==> src/rtl/quiz_pkg.sv <==
// Shared definitions for the quiz round controller: state encoding,
// player count limit and saturating score arithmetic.
package quiz_pkg;

  localparam int N_MAX = 4;

  typedef enum logic [1:0] {
    IDLE   = 2'd0,
    READY  = 2'd1,
    OPEN   = 2'd2,
    ANSWER = 2'd3
  } state_e;

  // Adds or subtracts a 6-bit point value, clamped to a w-bit signed range (w <= 31).
  function automatic logic signed [31:0] sat_update(input logic signed [31:0] score,
                                                    input logic [5:0]         pts,
                                                    input logic               sub,
                                                    input int                 w);
    logic signed [31:0] sum;
    logic signed [31:0] hi;
    logic signed [31:0] lo;
    sum = sub ? (score - $signed({26'd0, pts})) : (score + $signed({26'd0, pts}));
    hi  = (32'sd1 <<< (w - 1)) - 32'sd1;
    lo  = -(32'sd1 <<< (w - 1));
    if (sum > hi)      return hi;
    else if (sum < lo) return lo;
    else               return sum;
  endfunction

endpackage

==> src/rtl/sec_tick_gen.sv <==
// One-second prescaler: pulses tick for one cycle every CLK_HZ cycles,
// held at zero while clr is high.
module sec_tick_gen #(
  parameter int CLK_HZ = 100_000_000
) (
  input  logic clk,
  input  logic rst_n,
  input  logic clr,
  output logic tick
);

  localparam int CW = (CLK_HZ > 1) ? $clog2(CLK_HZ) : 1;

  logic [CW-1:0] cnt;

  assign tick = !clr && (cnt == CW'(CLK_HZ - 1));

  always_ff @(posedge clk or negedge rst_n) begin
    if (!rst_n) begin
      cnt <= '0;
    end else if (clr || tick) begin
      cnt <= '0;
    end else begin
      cnt <= cnt + CW'(1);
    end
  end

endmodule

==> src/rtl/quiz_round_ctrl.sv <==
// Quiz round controller: buzz-in arbitration, answer countdown, host
// judgement and early-press foul scoring for up to four players.
module quiz_round_ctrl
  import quiz_pkg::*;
#(
  parameter int CLK_HZ  = 100_000_000,
  parameter int SCORE_W = 8
) (
  input  logic                     clk,
  input  logic                     rst_n,
  input  logic                     cfg_valid,
  input  logic [5:0]               num_people,
  input  logic [5:0]               count_seconds,
  input  logic [5:0]               correct_point,
  input  logic [5:0]               mistake_point,
  input  logic                     start_btn,
  input  logic                     judge_ok,
  input  logic                     judge_ng,
  input  logic [3:0]               player_btn,
  output logic [1:0]               state,
  output logic [1:0]               winner,
  output logic                     winner_valid,
  output logic [5:0]               seconds_left,
  output logic [4*SCORE_W-1:0]     scores,
  output logic                     foul_pulse,
  output logic [1:0]               foul_player,
  output logic                     timeout_pulse
);

  state_e                    state_q;
  logic [3:0]                btn_q;
  logic [5:0]                cfg_people;
  logic [5:0]                cfg_secs;
  logic [5:0]                cfg_correct;
  logic [5:0]                cfg_mistake;
  logic signed [SCORE_W-1:0] score_r [N_MAX];
  logic [3:0]                en_mask;
  logic [3:0]                rise;
  logic [1:0]                rise_idx;
  logic                      sec_tick;

  sec_tick_gen #(.CLK_HZ(CLK_HZ)) u_tick (
    .clk   (clk),
    .rst_n (rst_n),
    .clr   (state_q != ANSWER),
    .tick  (sec_tick)
  );

  // Lowest-index rising button wins both the answer slot and the foul penalty.
  always_comb begin
    for (int i = 0; i < N_MAX; i++) en_mask[i] = (6'(i) < cfg_people);
    rise     = player_btn & ~btn_q & en_mask;
    rise_idx = '0;
    for (int i = N_MAX - 1; i >= 0; i--) begin
      if (rise[i]) rise_idx = 2'(i);
    end
  end

  assign state = state_q;

  for (genvar g = 0; g < N_MAX; g++) begin : g_pack
    assign scores[g*SCORE_W +: SCORE_W] = score_r[g];
  end

  always_ff @(posedge clk or negedge rst_n) begin
    if (!rst_n) begin
      state_q       <= IDLE;
      winner        <= '0;
      winner_valid  <= 1'b0;
      seconds_left  <= '0;
      foul_pulse    <= 1'b0;
      foul_player   <= '0;
      timeout_pulse <= 1'b0;
      btn_q         <= '0;
      cfg_people    <= '0;
      cfg_secs      <= '0;
      cfg_correct   <= '0;
      cfg_mistake   <= '0;
      for (int i = 0; i < N_MAX; i++) score_r[i] <= '0;
    end else begin
      btn_q         <= player_btn;
      foul_pulse    <= 1'b0;
      timeout_pulse <= 1'b0;
      if (!cfg_valid) begin
        state_q      <= IDLE;
        winner_valid <= 1'b0;
        seconds_left <= '0;
      end else begin
        unique case (state_q)
          IDLE: begin
            cfg_people  <= num_people;
            cfg_secs    <= count_seconds;
            cfg_correct <= correct_point;
            cfg_mistake <= mistake_point;
            for (int i = 0; i < N_MAX; i++) score_r[i] <= '0;
            state_q <= READY;
          end
          READY: begin
            if (rise != 4'd0) begin
              score_r[rise_idx] <= SCORE_W'(sat_update(32'(score_r[rise_idx]), cfg_mistake,
                                                       1'b1, SCORE_W));
              foul_pulse  <= 1'b1;
              foul_player <= rise_idx;
            end
            if (start_btn) state_q <= OPEN;
          end
          OPEN: begin
            if (rise != 4'd0) begin
              state_q      <= ANSWER;
              winner       <= rise_idx;
              winner_valid <= 1'b1;
              seconds_left <= cfg_secs;
            end
          end
          ANSWER: begin
            // Judgement beats an expiring tick; both judges at once is ignored.
            if (judge_ok && !judge_ng) begin
              score_r[winner] <= SCORE_W'(sat_update(32'(score_r[winner]), cfg_correct,
                                                     1'b0, SCORE_W));
              state_q      <= READY;
              winner_valid <= 1'b0;
              seconds_left <= '0;
            end else if (judge_ng && !judge_ok) begin
              score_r[winner] <= SCORE_W'(sat_update(32'(score_r[winner]), cfg_mistake,
                                                     1'b1, SCORE_W));
              state_q      <= READY;
              winner_valid <= 1'b0;
              seconds_left <= '0;
            end else if (sec_tick) begin
              if (seconds_left <= 6'd1 && !judge_ok && !judge_ng) begin
                score_r[winner] <= SCORE_W'(sat_update(32'(score_r[winner]), cfg_mistake,
                                                       1'b1, SCORE_W));
                timeout_pulse <= 1'b1;
                state_q       <= READY;
                winner_valid  <= 1'b0;
                seconds_left  <= '0;
              end else if (seconds_left > 6'd1) begin
                seconds_left <= seconds_left - 6'd1;
              end
            end
          end
          default: state_q <= IDLE;
        endcase
      end
    end
  end

endmodule

==> config.mk <==
export PLATFORM = sky130hd
export DESIGN_NAME = quiz_round_ctrl
export DESIGN_NICKNAME = d
export VERILOG_FILES = /design/src/rtl/quiz_pkg.sv /design/src/rtl/sec_tick_gen.sv /design/src/rtl/quiz_round_ctrl.sv
export SDC_FILE = /design/constraint.sdc
export NUM_CORES = 1
export LEC_CHECK = 0
export ABC_AREA = 1
export CAP_MARGIN = 20
export CORE_ASPECT_RATIO = 1.2
export CORE_MARGIN = 5
export CORE_UTILIZATION = 45
export DETAILED_ROUTE_END_ITERATION = 10
export PLACE_DENSITY_LB_ADDON = 0.1
export SLEW_MARGIN = 20
export SYNTH_ARGS = -nofsm -noshare
export SYNTH_HDL_FRONTEND = slang
export SYNTH_HIERARCHICAL = 1
export SYNTH_SLANG_ARGS = --single-unit
==> constraint.sdc <==
create_clock -name clk -period 8.05 [get_ports clk]
set_input_delay 1.61 -clock clk [delete_from_list [all_inputs] [get_ports clk]]
set_output_delay 1.61 -clock clk [all_outputs]
set_load 0.02 [all_outputs]
== Word-level counts from Yosys, hierarchy flattened ==
Index checks and enable logic that the tools add are counted.
Cells by class
  divide/modulo/power cells: 0
  equal/unequal tests: 14
  multiply operators: 0
  muxes and demuxes: 79
  bitwise logic cells: 5
  shifts and indexed selects: 0
  order comparisons: 16
  reductions and logical operators: 21
  add/subtract/negate cells: 5
Operators with widths (number)
  two-way mux 8 bit: 28
  two-way mux 32 bit: 5
  bitwise mux 32 bit: 4
  one-hot mux 32 bit (3 select lines): 1
  two-way mux 6 bit: 7
  binary-select mux 8 bit (select 2 bit): 2
  demux 8 bit (select 2 bit): 2
  adder 27 x 1 -> 27 bit, second input constant: 1
  == test 27 bit, second input constant: 1
  greater-than comparator 9 x 8 -> 1 bit, second input constant: 3
  < comparator 9 x 8 -> 1 bit, second input constant: 3
  two-way mux 27 bit: 1
  two-way mux 2 bit: 11
  subtractor 8 x 7 -> 9 bit: 2
  two-way mux 1 bit: 15
  < comparator 1 x 6 -> 1 bit, first input constant: 2
  < comparator 2 x 6 -> 1 bit, first input constant: 2
  one-hot mux 6 bit (2 select lines): 1
  AND reduction 4 bit: 3
  adder 8 x 7 -> 9 bit: 1
  AND 4 bit: 2
  one-hot mux 2 bit (4 select lines): 1
  logical AND 1 bit: 7
  greater-or-equal comparator 3 bit, second input constant: 2
  25 further kinds: 33
Storage, ports and cells
  word-level logic and storage cells: 157
  register bits: 102
  memory bits (writable): 0
  input port bits: 34
  bits in latches: 0
  memories kept: 0
  ROM bits: 0
  output and inout bits: 47

== Depth between registers and ports, before layout ==
Gate-level depths: netlist of the first run.
  depth after elaboration: 21
  mapped depth: 24
  mapped depth without buffers: 24

== Modules after synthesis ==
Netlist of the first run, hierarchy kept.
By module, submodules not included
  quiz_round_ctrl: cells each 814, sequential area each 1876.8 um^2, instances 1, area an instance 5829.3 um^2
  sec_tick_gen: cells each 236, sequential area each 675.6 um^2, instances 1, area an instance 1622.8 um^2

== Worst setup path after synthesis of the first run ==
OpenSTA, ideal clock, no wires.
  path type: input to register
  start: in player_btn[3]
  end: reg score_r, in the netlist scores[26]
  setup time: 120 ps
  buffers on the path: 1
  stages on the path: 22
  required time: 7930 ps
  slack: 3581 ps
  data arrival time: 4349 ps
  path through: inv_1 nor2_1 nand3_1 nand2_1 nand2_2 nor2_2 inv_1 clkbuf_1 o221ai_1 inv_1 ha_1 a21oi_1 o21ai_0 a21o_1 nand2_1 nand2_1 inv_1 nand4_4 nand3_1 nand3_1 nand2_1 a21oi_2
On the way
  word-level cells in the longest chain between the ends: 20
  elaborated cells on any way between the ends: 29
  those cells by class: 1 x add/sub; 4 x order compare; 1 x eq/ne; 17 x mux; 3 x bitwise; 3 x reduce/logical
RTL lines
  from (decl): line quiz_round_ctrl.sv:19  | input logic [3:0] player_btn,
  AND 4 bit (*) (2 in a row): line quiz_round_ctrl.sv:52  | rise = player_btn & ~btn_q & en_mask;
  two-way mux 2 bit (4 in a row): line quiz_round_ctrl.sv:55  | if (rise[i]) rise_idx = 2'(i);
  NOT 2 -> 3 bit (not written as such): line quiz_round_ctrl.sv:100  | score_r[rise_idx] <= SCORE_W'(sat_update(32'(score_r[rise_idx]), cfg_mistake,
  binary-select mux 8 bit (select 2 bit): line quiz_round_ctrl.sv:100
  two-way mux 8 bit (not written as such) (2 in a row): line quiz_round_ctrl.sv:100
  subtractor 8 x 7 -> 9 bit: line quiz_pkg.sv:22  | sum = sub ? (score - $signed({26'd0, pts})) : (score + $signed({26'd0, pts}));
  < comparator 9 x 8 -> 1 bit: line quiz_pkg.sv:26  | else if (sum < lo) return lo;
  two-way mux 8 bit: line quiz_pkg.sv:26
  two-way mux 8 bit: line quiz_pkg.sv:25  | if (sum > hi) return hi;
  two-way mux 8 bit: line quiz_round_ctrl.sv:99  | if (rise != 4'd0) begin
  two-way mux 8 bit: line quiz_round_ctrl.sv:89  | unique case (state_q)
  two-way mux 8 bit: line quiz_round_ctrl.sv:84  | if (!cfg_valid) begin
  bitwise mux 32 bit: line quiz_round_ctrl.sv:100
  two-way mux 32 bit: line quiz_round_ctrl.sv:99
  one-hot mux 32 bit (3 select lines): line quiz_round_ctrl.sv:89
  to (signal, indexed assignment): line quiz_round_ctrl.sv:100
  to (signal, indexed assignment): line quiz_round_ctrl.sv:118  | score_r[winner] <= SCORE_W'(sat_update(32'(score_r[winner]), cfg_correct,
  to (signal, indexed assignment): line quiz_round_ctrl.sv:124  | score_r[winner] <= SCORE_W'(sat_update(32'(score_r[winner]), cfg_mistake,
  to (decl): line quiz_round_ctrl.sv:36  | logic signed [SCORE_W-1:0] score_r [N_MAX];
Every way passes the cells marked *; elsewhere a longest branch is shown, timed or not. The select of a mux whose other input is x is not followed.
A chain may end at the register's enable or synchronous reset.

== Worst setup path in the final report of the first run ==
  start: in player_btn[2]
  end: reg score_r, in the netlist scores[30]
On the way
  word-level cells in the longest chain between the ends: 19
  elaborated cells on any way between the ends: 28
  those cells by class: 1 x add/sub; 4 x order compare; 1 x eq/ne; 16 x mux; 3 x bitwise; 3 x reduce/logical
RTL lines (line)
  AND 4 bit (*) (2 in a row): quiz_round_ctrl.sv:52
  two-way mux 2 bit (3 in a row): quiz_round_ctrl.sv:55
  NOT 2 -> 3 bit (not written as such): quiz_round_ctrl.sv:100
  binary-select mux 8 bit (select 2 bit): quiz_round_ctrl.sv:100
  two-way mux 8 bit (not written as such) (2 in a row): quiz_round_ctrl.sv:100
  subtractor 8 x 7 -> 9 bit: quiz_pkg.sv:22
  < comparator 9 x 8 -> 1 bit: quiz_pkg.sv:26
  two-way mux 8 bit: quiz_pkg.sv:26
  two-way mux 8 bit: quiz_pkg.sv:25
  two-way mux 8 bit: quiz_round_ctrl.sv:99
  two-way mux 8 bit: quiz_round_ctrl.sv:89
  two-way mux 8 bit: quiz_round_ctrl.sv:84
  bitwise mux 32 bit: quiz_round_ctrl.sv:100
  two-way mux 32 bit: quiz_round_ctrl.sv:99
  one-hot mux 32 bit (3 select lines): quiz_round_ctrl.sv:89
Marked as above.

==> run metrics, run 1 <==
YS warnings 6; global-route wire length before repair 35900 um; VDD IR max roughly 220 uV; count leader, synth nand2_1; P&R area growth vs syn 17.4%; routability congestion estimate ~0.94; Final Power 4270 uW; Yosys reg bits 102; GR Overflow Total 0; ys async rst share 1.00; met1 usage 0.291; met3 Usage GRT 0.0504; core outline area between 0.015 and 0.02 mm^2; Mapped Avg Cell Area between 7 and 8 um^2; M2 GR Usage 0.390; pwr/cell area 488 mW/mm^2; largest net degree at the start of global routing 76; worst min path class reg2reg; Sink Count 102; Cells after DPL ~1300; fill cell count roughly 1600; grt peak-use layer met2; total track usage 0.236; RSZ-0062 raised after global routing no; vias in the first global route ~7000; total negative slack 0 ns; post-cts repair resize count 0; Via density 5.36; DRC violations left 0; slew margin rel. 0.344; mapped cell area 0.00745 mm^2; Crit. End Element flip-flop; via count of the routed design 7145; Worst Tran Pin Value 0.981 ns; Synth area leader dfrtp_1; fmax 161 MHz; Pre-antenna DRT Iters 6; area occupied by multi-input gates 0.00429 mm^2; top cell type's share of synthesized area 0.343; CTS tree built; worst-path fanout max 20; critical path data arrival time 6.49 ns; Clock Latency Late Sink approximately 0.37 ns; critical path class in2reg; Final ANT Viol Nets 0; Worst Clk Skew 0.0141 ns; die width around 130 um; antenna cell count 0; Distinct cells, synth roughly 50; CP Data Required Time 8.34 ns; final setup fails 0; total setup buffers inserted after CTS 0; CP Launch Type input port; die footprint around 0.019 mm^2; max capacitance violation total 0; final worst-path cycle share 0.770; cts bufs inserted 9; status finished clean; DRT Wirelength 21800 um; Post-synth EDFFs 0; largest cells by area after synthesis dfrtp_1 34%, nand2_1 12%, a21oi_1 8.7%; pre-CTS setup slack 1.60 ns; Iter 0 DRT Violations 682; final worst slack roughly 1.8 ns; Max Buffers Root-to-Sink 2; hold_buf cts 0; Avg WL per Cell 16.3 um; Worst-path clk slew approximately 0.08 ns; Worst R2R Setup Slack 2.98 ns; Ports 81; Hold Vio Cnt, Final 0; initial antenna violation count 0; H-tree depth 3; Main synth FF type dfrtp_1; port bufs 80; final cell count without fillers 1334; Final Max Slew Viols 0; register area share after synthesis 0.343; Post-synth top cells 247 x nand2_1, 142 x nor2_1, 129 x a21oi_1, 115 x inv_1, 102 x dfrtp_1; fin nets 1181; DP HPWL between 15000 and 20000 um; Die Ht 151 um; Root Buffer clkbuf_16; final core utilization 0.537; row cnt 51; post-layout minimum cycle time ~6.2 ns; leakage roughly 0.0039 uW; layout cells sized above 1 0.0900; Mapped Cells roughly 1100; Synth Net Count ~1100; Starting Density 0.458; FF+latch area 0.00255 mm^2
[critical path, stage by stage]
cell and delay, ns:
clkdlybuf4s50_1 0.48, nand2_1 0.08, nand3_1 0.11, nand2_1 0.14, nand2_2 0.19, inv_1 0.07, nor2_2 0.56, clkinv_1 0.53
o221ai_1 0.32, inv_1 0.07, ha_1 0.35, nand2_1 0.06, o21ai_0 0.27, a21o_1 0.16, nand2_1 0.04, nand2_1 0.09
nand4_1 0.77, nand3_1 0.37, nand2_1 0.07, a21oi_1 0.12
[state kept, by name, summed over array words and instances (netlist names), 4 cells and up]
name          flops
cfg_people        6
scores           32
seconds_left      6
btn_q             4
u_tick/cnt       27
cfg_correct       6
cfg_mistake       6
cfg_secs          6
[layout by cell type (no fill, tap or decap), types with 3 or more instances in the layout]
cell type,count
nand2_1,247
nor2_1,142
a21oi_1,129
inv_1,115
dfrtp_1,102
clkdlybuf4s50_1,79
nand3_1,65
ha_1,27
o21ai_0,22
xor2_1,17
a21oi_2,16
xnor2_1,14
nor2_2,13
mux2_2,12
nand2_2,11
o22ai_1,9
clkbuf_16,9
a22oi_1,8
o221ai_1,7
a31oi_1,7
nand4_1,6
buf_4,5
inv_2,4
nor2_4,4
nand2_4,4
nor3_1,4
nand3_2,3
o21a_1,3
clkinv_1,3
fa_1,3
[path summary, 6_finish.rpt]
kind                       cells past startpoint                       from                      end
max                                           20              player_btn[2]   scores[30]$_DFFE_PN0P_
min                                            2    cfg_secs[4]$_DFFE_PN0P_  cfg_secs[4]$_DFFE_PN0P_
max reg2reg                                   20  cfg_people[4]$_DFFE_PN0P_   scores[30]$_DFFE_PN0P_
min reg2reg                                    2    cfg_secs[4]$_DFFE_PN0P_  cfg_secs[4]$_DFFE_PN0P_
max in group asynchronous                      2                      rst_n   scores[30]$_DFFE_PN0P_
min in group asynchronous                      1                      rst_n    scores[2]$_DFFE_PN0P_
[power by group]
part	switching, uW	internal (uW)	total [uW]	leakage, uW
Combinational	1880	1070	2940	0.00252
Clock	225	217	443	0.000136
Sequential	193	691	884	0.00127
Total	2300	1980	4270	0.00392
[per-layer routing]
layer | wire length [um] | vias to the layer above | part of all wire
met5 | 0 | - | 0
met4 | 1090 | 0 | 0.050
met2 | 10400 | 235 | 0.48
met1 | 8890 | 3287 | 0.41
met3 | 1430 | 64 | 0.066
li1 | - | 3559 | -
[cells by family after synthesis]
family	after synthesis	share of synthesized area
compound gates	212	0.166
xor+xnor	31	0.0364
fa+ha+maj	30	0.0534
buf+inv	154	0.0814
flops	102	0.343
mux	12	0.0181
simple gates	509	0.303
[per-stage QoR]
stage	cell area, um^2	hold slack, ns
after floorplan	7450	0.470
after global placement	8410	0.496
after detailed placement	8440	0.501
after CTS	8730	0.520
after global routing	8750	0.545
final	8750	0.516
[area by class of cell]
class,count,area share
multi-input cells,794,0.491
inverters,123,0.0531
clock inverters,7,0.00730
repair buffers,87,0.101
well taps,212,0.0303
clock buffers,9,0.0258
flip-flops and latches,102,0.292
Note: power is estimated with default switching activity, not from simulation.
==> run 2: changes to the inputs <==
==> constraint.sdc (replaced) <==
create_clock -name clk -period 6 [get_ports clk]
set_input_delay 1.2 -clock clk [delete_from_list [all_inputs] [get_ports clk]]
set_output_delay 1.2 -clock clk [all_outputs]
set_load 0.02 [all_outputs]
==> run metrics, run 2 (synthesis results as in run 1) <==
status finished clean; most frequent cells in the layout 247 x nand2_1, 142 x nor2_1, 129 x a21oi_1, 114 x inv_1, 102 x dfrtp_1; Psw 3040 uW (+32%); Final Max Slew Viols 0 (unchanged); worst-path fanout max 13 (-35%); Final Power 5800 uW (+36%); port bufs 80 (unchanged); Cells after DPL 1320 (+0.23%); Max Buffers Root-to-Sink 2 (unchanged); Iter 0 DRT Violations 530 (-22%); met1 usage 0.283 (-0.00783); GR Overflow Total 0 (unchanged); antenna cell count 0 (unchanged); worst min path class reg2reg; global-route wire length before repair 35000 um (-2.6%); die footprint 0.0192 mm^2 (unchanged); total setup buffers inserted after CTS 0 (unchanged); max capacitance violation total 0 (unchanged); DRC violations left 0 (unchanged); initial antenna violation count 0 (unchanged); area occupied by multi-input gates 0.00429 mm^2 (unchanged); row cnt 51 (unchanged); final cell count without fillers 1337 (+0.22%); Seq pwr share 0.202 (-0.005); Ports 81 (unchanged); VDD IR max 279 uV (+26%); pwr/cell area 658 mW/mm^2 (+35%); Sink Count 102 (unchanged); CP Launch Type input port; Avg WL per Cell 16.1 um (-1.4%); post-layout minimum cycle time 5.06 ns; Crit. End Element flip-flop; combinational power share 0.682 (-0.007); via count of the routed design 7116 (-0.41%); met3 Usage GRT 0.0332 (-0.0173); FF+latch area 0.00255 mm^2 (unchanged); vias in the first global route 6864 (-2.2%); RSZ-0062 raised after global routing no; DRT Wirelength 21500 um (-1.2%); DP HPWL 15500 um (-2.2%); Die Ht 151 um (unchanged); final setup fails 0 (unchanged); total negative slack 0 ns (unchanged); fin nets 1184 (+0.25%); P&R area growth vs syn 18.2%; Final ANT Viol Nets 0 (unchanged); commonest non-fill, non-tap cell in the layout nand2_1; CP Cell Sequence clkdlybuf4s50_1 -> inv_1 -> nor2_1 -> nand3_1 -> nand2_1 -> nand2_2 -> nand2_1 -> clkinv_1 -> a22oi_1 -> o221ai_1 -> inv_1 -> ha_1 -> a21oi_1 -> o21ai_0 -> a21o_1 -> nand2_1 -> nand2_1 -> inv_1 -> nand4_4 -> nand3_1 -> nand3_1 -> nand2_1 -> a21oi_1; final worst-path cycle share 0.843; grt peak-use layer met2; die width 127 um (unchanged); layout cells sized above 1 0.0924 (+0.00243); critical path class in2reg; M2 GR Usage 0.394 (+0.00474); Starting Density 0.458 (unchanged); Pre-antenna DRT Iters 8 (+2); switching part of the total 0.524 (-0.0133); crit-path max cell delay 0.52 ns (-0.25 ns); final instance area 0.00881 mm^2 (+0.73%); post-cts repair resize count 0 (unchanged); Via density 5.32 (-0.63%); Worst-path clk slew 0.08 ns (about the same); CTS tree built; Hold Vio Cnt, Final 0 (unchanged); CP Data Required Time 6.24 ns (-2.10 ns); Worst Tran Pin Value 0.817 ns (-0.164 ns); Largest register FFs 32 (unchanged); leakage 0.00396 uW (+0.96%); Clock Latency Late Sink 0.35 ns (-0.02 ns); fmax 198 MHz; fill cell count 1613 (-0.31%); Int Pwr 2760 uW (+40%); final core utilization 0.541 (+0.00392); dpl cell area 0.00844 mm^2 (about the same); routability congestion estimate 0.923 (-1.9%); cts bufs inserted 9 (unchanged); hold_buf cts 0 (unchanged); critical path data arrival time 5.30 ns (-1.19 ns); slew margin rel. 0.455 (+0.111); most used cell, CP nand2_1; core outline area 0.0163 mm^2 (unchanged); largest net degree at the start of global routing 53 (-30%); total track usage 0.228 (-0.00813); H-tree depth 3 (unchanged); Root Buffer clkbuf_16; Crit-path slowest cell nand2_1; Worst Clk Skew 0.00857 ns (-0.00552 ns); Clk pwr share 0.115 (+0.011)
## run 2: changes by cell type in the layout (fill, tap and decap cells not counted), moves of 2 or more
cell,before,now
clkinvlp_4,2,0
bufinv_16,0,2
buf_4,5,10
inv_8,2,0
## run 2: final cells by class
cell class              instances  share of cell area
clock inverters                 6              0.0116
multi-input cells             794               0.487
well taps                     212              0.0301
inverters                     123              0.0527
flip-flops and latches        102               0.290
clock buffers                  10              0.0271
repair buffers                 90               0.101
## run 2: routing by layer
metal | vias up | share of wire | routed length (um)
li1 | 3567 | - | -
met1 | 3287 | 0.42 | 9090
met2 | 211 | 0.49 | 10500
met3 | 51 | 0.050 | 1080
met4 | 0 | 0.040 | 855
met5 | - | 0 | 0
## run 2: worst paths after layout
path                                      startpoint                    endpoint  slack, ns  cells after the start
max                                    player_btn[3]       scores[2]$_DFFE_PN0P_       0.94                     23
min                          cfg_secs[4]$_DFFE_PN0P_     cfg_secs[4]$_DFFE_PN0P_       0.52                      2
max reg2reg                cfg_people[5]$_DFFE_PN0P_       scores[2]$_DFFE_PN0P_       1.70                     22
min reg2reg                  cfg_secs[4]$_DFFE_PN0P_     cfg_secs[4]$_DFFE_PN0P_       0.52                      2
max in group asynchronous                      rst_n  cfg_correct[4]$_DFFE_PN0P_       3.98                      2
min in group asynchronous                      rst_n      scores[10]$_DFFE_PN0P_       0.86                      1
## run 2: power groups by stage
stage	Sequential [uW]	Clock, uW	Combinational (uW)
global route	1210	716	4400
global placement	1190	0	3890
finish	1170	668	3960
CTS	1180	686	3920
floorplan	1300	0	2640
detailed placement	1190	0	3900
## run 2: metrics by stage
step | setup slack [ns] | hold WS, ns
floorplan | 1.94 | 0.470
global placement | 0.696 | 0.496
detailed placement | 0.604 | 0.507
CTS | 0.983 | 0.527
global route | 0.434 | 0.545
finish | 0.941 | 0.524
## run 2: worst max-delay path, delay by kind of cell
| family | cells | cell delay [ns] |
|---|---|---|
| AND/OR/NAND/NOR | 11 | 1.84 |
| adder cells (fa/ha/maj) | 1 | 0.26 |
| buffers and inverters | 5 | 1.11 |
| AO/OA/AOI/OAI | 6 | 0.89 |
==> run 3: changes to the inputs <==
==> constraint.sdc (replaced) <==
create_clock -name clk -period 4.7 [get_ports clk]
set_input_delay 0.94 -clock clk [delete_from_list [all_inputs] [get_ports clk]]
set_output_delay 0.94 -clock clk [all_outputs]
set_load 0.02 [all_outputs]
==> run metrics, run 3 (synthesis results as in run 1) <==
RSZ-0062 raised after global routing no; Root Buffer clkbuf_16; total negative slack 0 ns (unchanged); combinational power share 0.693 (+0.011); Max Buffers Root-to-Sink 2 (unchanged); Sink Count 102 (unchanged); die width 127 um (unchanged); CP Launch Type input port; Die Ht 151 um (unchanged); Clock Latency Late Sink 0.36 ns (about the same); Crit. End Element flip-flop; Crit-path slowest cell clkdlybuf4s50_1; H-tree depth 3 (unchanged); port bufs 80 (unchanged); layout cells sized above 1 0.102 (+0.00958); DRT Wirelength 21700 um (+0.71%); CTS tree built; Via density 5.32 (about the same); leakage 0.00400 uW (+1.1%); slew margin rel. 0.503 (+0.0481); fmax 229 MHz; DP HPWL 15900 um (+2.6%); global-route wire length before repair 35000 um (about the same); final setup fails 0 (unchanged); Largest register FFs 32 (unchanged); die footprint 0.0192 mm^2 (unchanged); critical path's top delay family simple AND/OR/NAND/NOR gates; worst min path class reg2reg; post-layout minimum cycle time 4.36 ns; total setup buffers inserted after CTS 0 (unchanged); row cnt 51 (unchanged); Ports 81 (unchanged); Seq pwr share 0.205 (+0.003); R2R depth 22 (unchanged); cts bufs inserted 9 (unchanged); hold_buf cts 0 (unchanged); final worst-path cycle share 0.928; max capacitance violation total 0 (unchanged); fin nets 1196 (+1.0%); crit-path max cell delay 0.48 ns (-0.04 ns); final worst slack 0.341 ns (-0.601 ns); CP Cell Sequence clkdlybuf4s50_1 -> nand2_1 -> nand3_1 -> nand2_1 -> nand2_2 -> inv_1 -> nor2_2 -> clkinv_1 -> o221ai_1 -> inv_1 -> ha_1 -> a21oi_1 -> o21ai_0 -> a21o_1 -> nand2_1 -> nand2_1 -> inv_1 -> nand4_4 -> nand3_1 -> nand3_1 -> nand2_1 -> a21oi_1; worst hold stages 2 (unchanged); Worst-path clk slew 0.08 ns (about the same); Iter 0 DRT Violations 496 (-6.4%); Worst Min Path Start cfg_secs[4]$_DFFE_PN0P_; switching part of the total 0.530 (+0.00579); pre-CTS setup slack 0.00512 ns (-0.599 ns); VDD IR max 377 uV (+35%); Final ANT Viol Nets 0 (unchanged); DRC violations left 0 (unchanged); Final Max Slew Viols 0 (unchanged); Worst Clk Skew 0.00921 ns (+0.000637 ns); Clk pwr share 0.102 (-0.013); pwr/cell area 831 mW/mm^2 (+26%); post-cts repair resize count 0 (unchanged); critical path class in2reg; Pre-antenna DRT Iters 5 (-3); reg2reg start cfg_people[4]$_DFFE_PN0P_; status finished clean; most frequent cells in the layout 247 x nand2_1, 142 x nor2_1, 129 x a21oi_1, 114 x inv_1, 102 x dfrtp_1; P&R area growth vs syn 19.1%; CP Data Required Time 4.95 ns (-1.29 ns); initial antenna violation count 0 (unchanged); routability congestion estimate 0.973 (+5.5%); Hold Vio Cnt, Final 0 (unchanged); antenna cell count 0 (unchanged); vias in the first global route 6914 (+0.73%); total track usage 0.230 (+0.00170); Starting Density 0.458 (unchanged); commonest non-fill, non-tap cell in the layout nand2_1; critical path data arrival time 4.61 ns (-0.69 ns); GR Overflow Total 0 (unchanged); Worst R2R Setup Slack 0.83 ns (-0.87 ns); Int Pwr 3470 uW (+26%); most used cell, CP nand2_1; worst-path fanout max 8 (-5); core outline area 0.0163 mm^2 (unchanged); Worst Tran Pin Value 0.745 ns (-0.0721 ns); Psw 3910 uW (+29%); via count of the routed design 7181 (+0.91%); largest net degree at the start of global routing 79 (+49%); worst path bufs/invs 5 (unchanged); dpl cell area 0.00854 mm^2 (+1.2%); Critical R2R Capture scores[9]$_DFFE_PN0P_; WHS 0.516 ns (-0.00789 ns); Hold EP cfg_secs[4]$_DFFE_PN0P_; Avg WL per Cell 16.1 um (-0.19%); final instance area 0.00888 mm^2 (+0.75%)
run 3: power groups by stage:
stage / sequential (uW) / clock [uW] / combinational (uW)
floorplan: 1660 / 0 / 3360
global placement: 1520 / 0 / 5010
CTS: 1510 / 781 / 5060
finish: 1510 / 755 / 5110
detailed placement: 1520 / 0 / 5040
global route: 1560 / 821 / 5680
run 3: worst min-delay path, stage by stage (launching register included):
cell     delay [ns]
dfrtp_1        0.32
inv_1          0.05
a21oi_1        0.11
run 3: worst max-delay path by stage:
| stage | slack (ns) | cells past startpoint | from | to |
|---|---|---|---|---|
| after floorplan | 0.90 | 22 | player_btn[3] | scores[26]$_DFFE_PN0P_ |
| after global placement | 0.18 | 22 | player_btn[2] | scores[10]$_DFFE_PN0P_ |
| after detailed placement | 0.005 | 22 | player_btn[2] | scores[9]$_DFFE_PN0P_ |
| after CTS | 0.38 | 22 | player_btn[2] | scores[9]$_DFFE_PN0P_ |
| after global routing | 0.07 | 22 | player_btn[2] | scores[10]$_DFFE_PN0P_ |
| final | 0.34 | 22 | player_btn[2] | scores[9]$_DFFE_PN0P_ |
run 3: routing by layer:
layer | global-route usage | wire [um] | up-vias
met5 | 0 | 0 | -
met2 | 0.390 | 10700 | 204
met3 | 0.0384 | 1100 | 50
met4 | 0.111 | 828 | 0
li1 | - | - | 3595
met1 | 0.283 | 9090 | 3332
run 3: final cells by class:
class / instances / area (um^2)
multi-input combinational: 794 / 4290
tap: 212 / 265
inverter: 123 / 464
sequential: 102 / 2550
clock inverter: 6 / 62.6
fill: 1663 / 7400
timing repair buffer: 102 / 1000
clock buffer: 10 / 239
run 3: metrics by stage:
step	power, uW	cells	utilization
2_1_floorplan	5020	1050	-
3_3_place_gp	6540	1332	0.525
3_5_place_dp	6560	1332	0.525
4_1_cts	7350	1348	0.544
5_1_grt	8050	1349	0.545
6_report	7370	1349	0.545
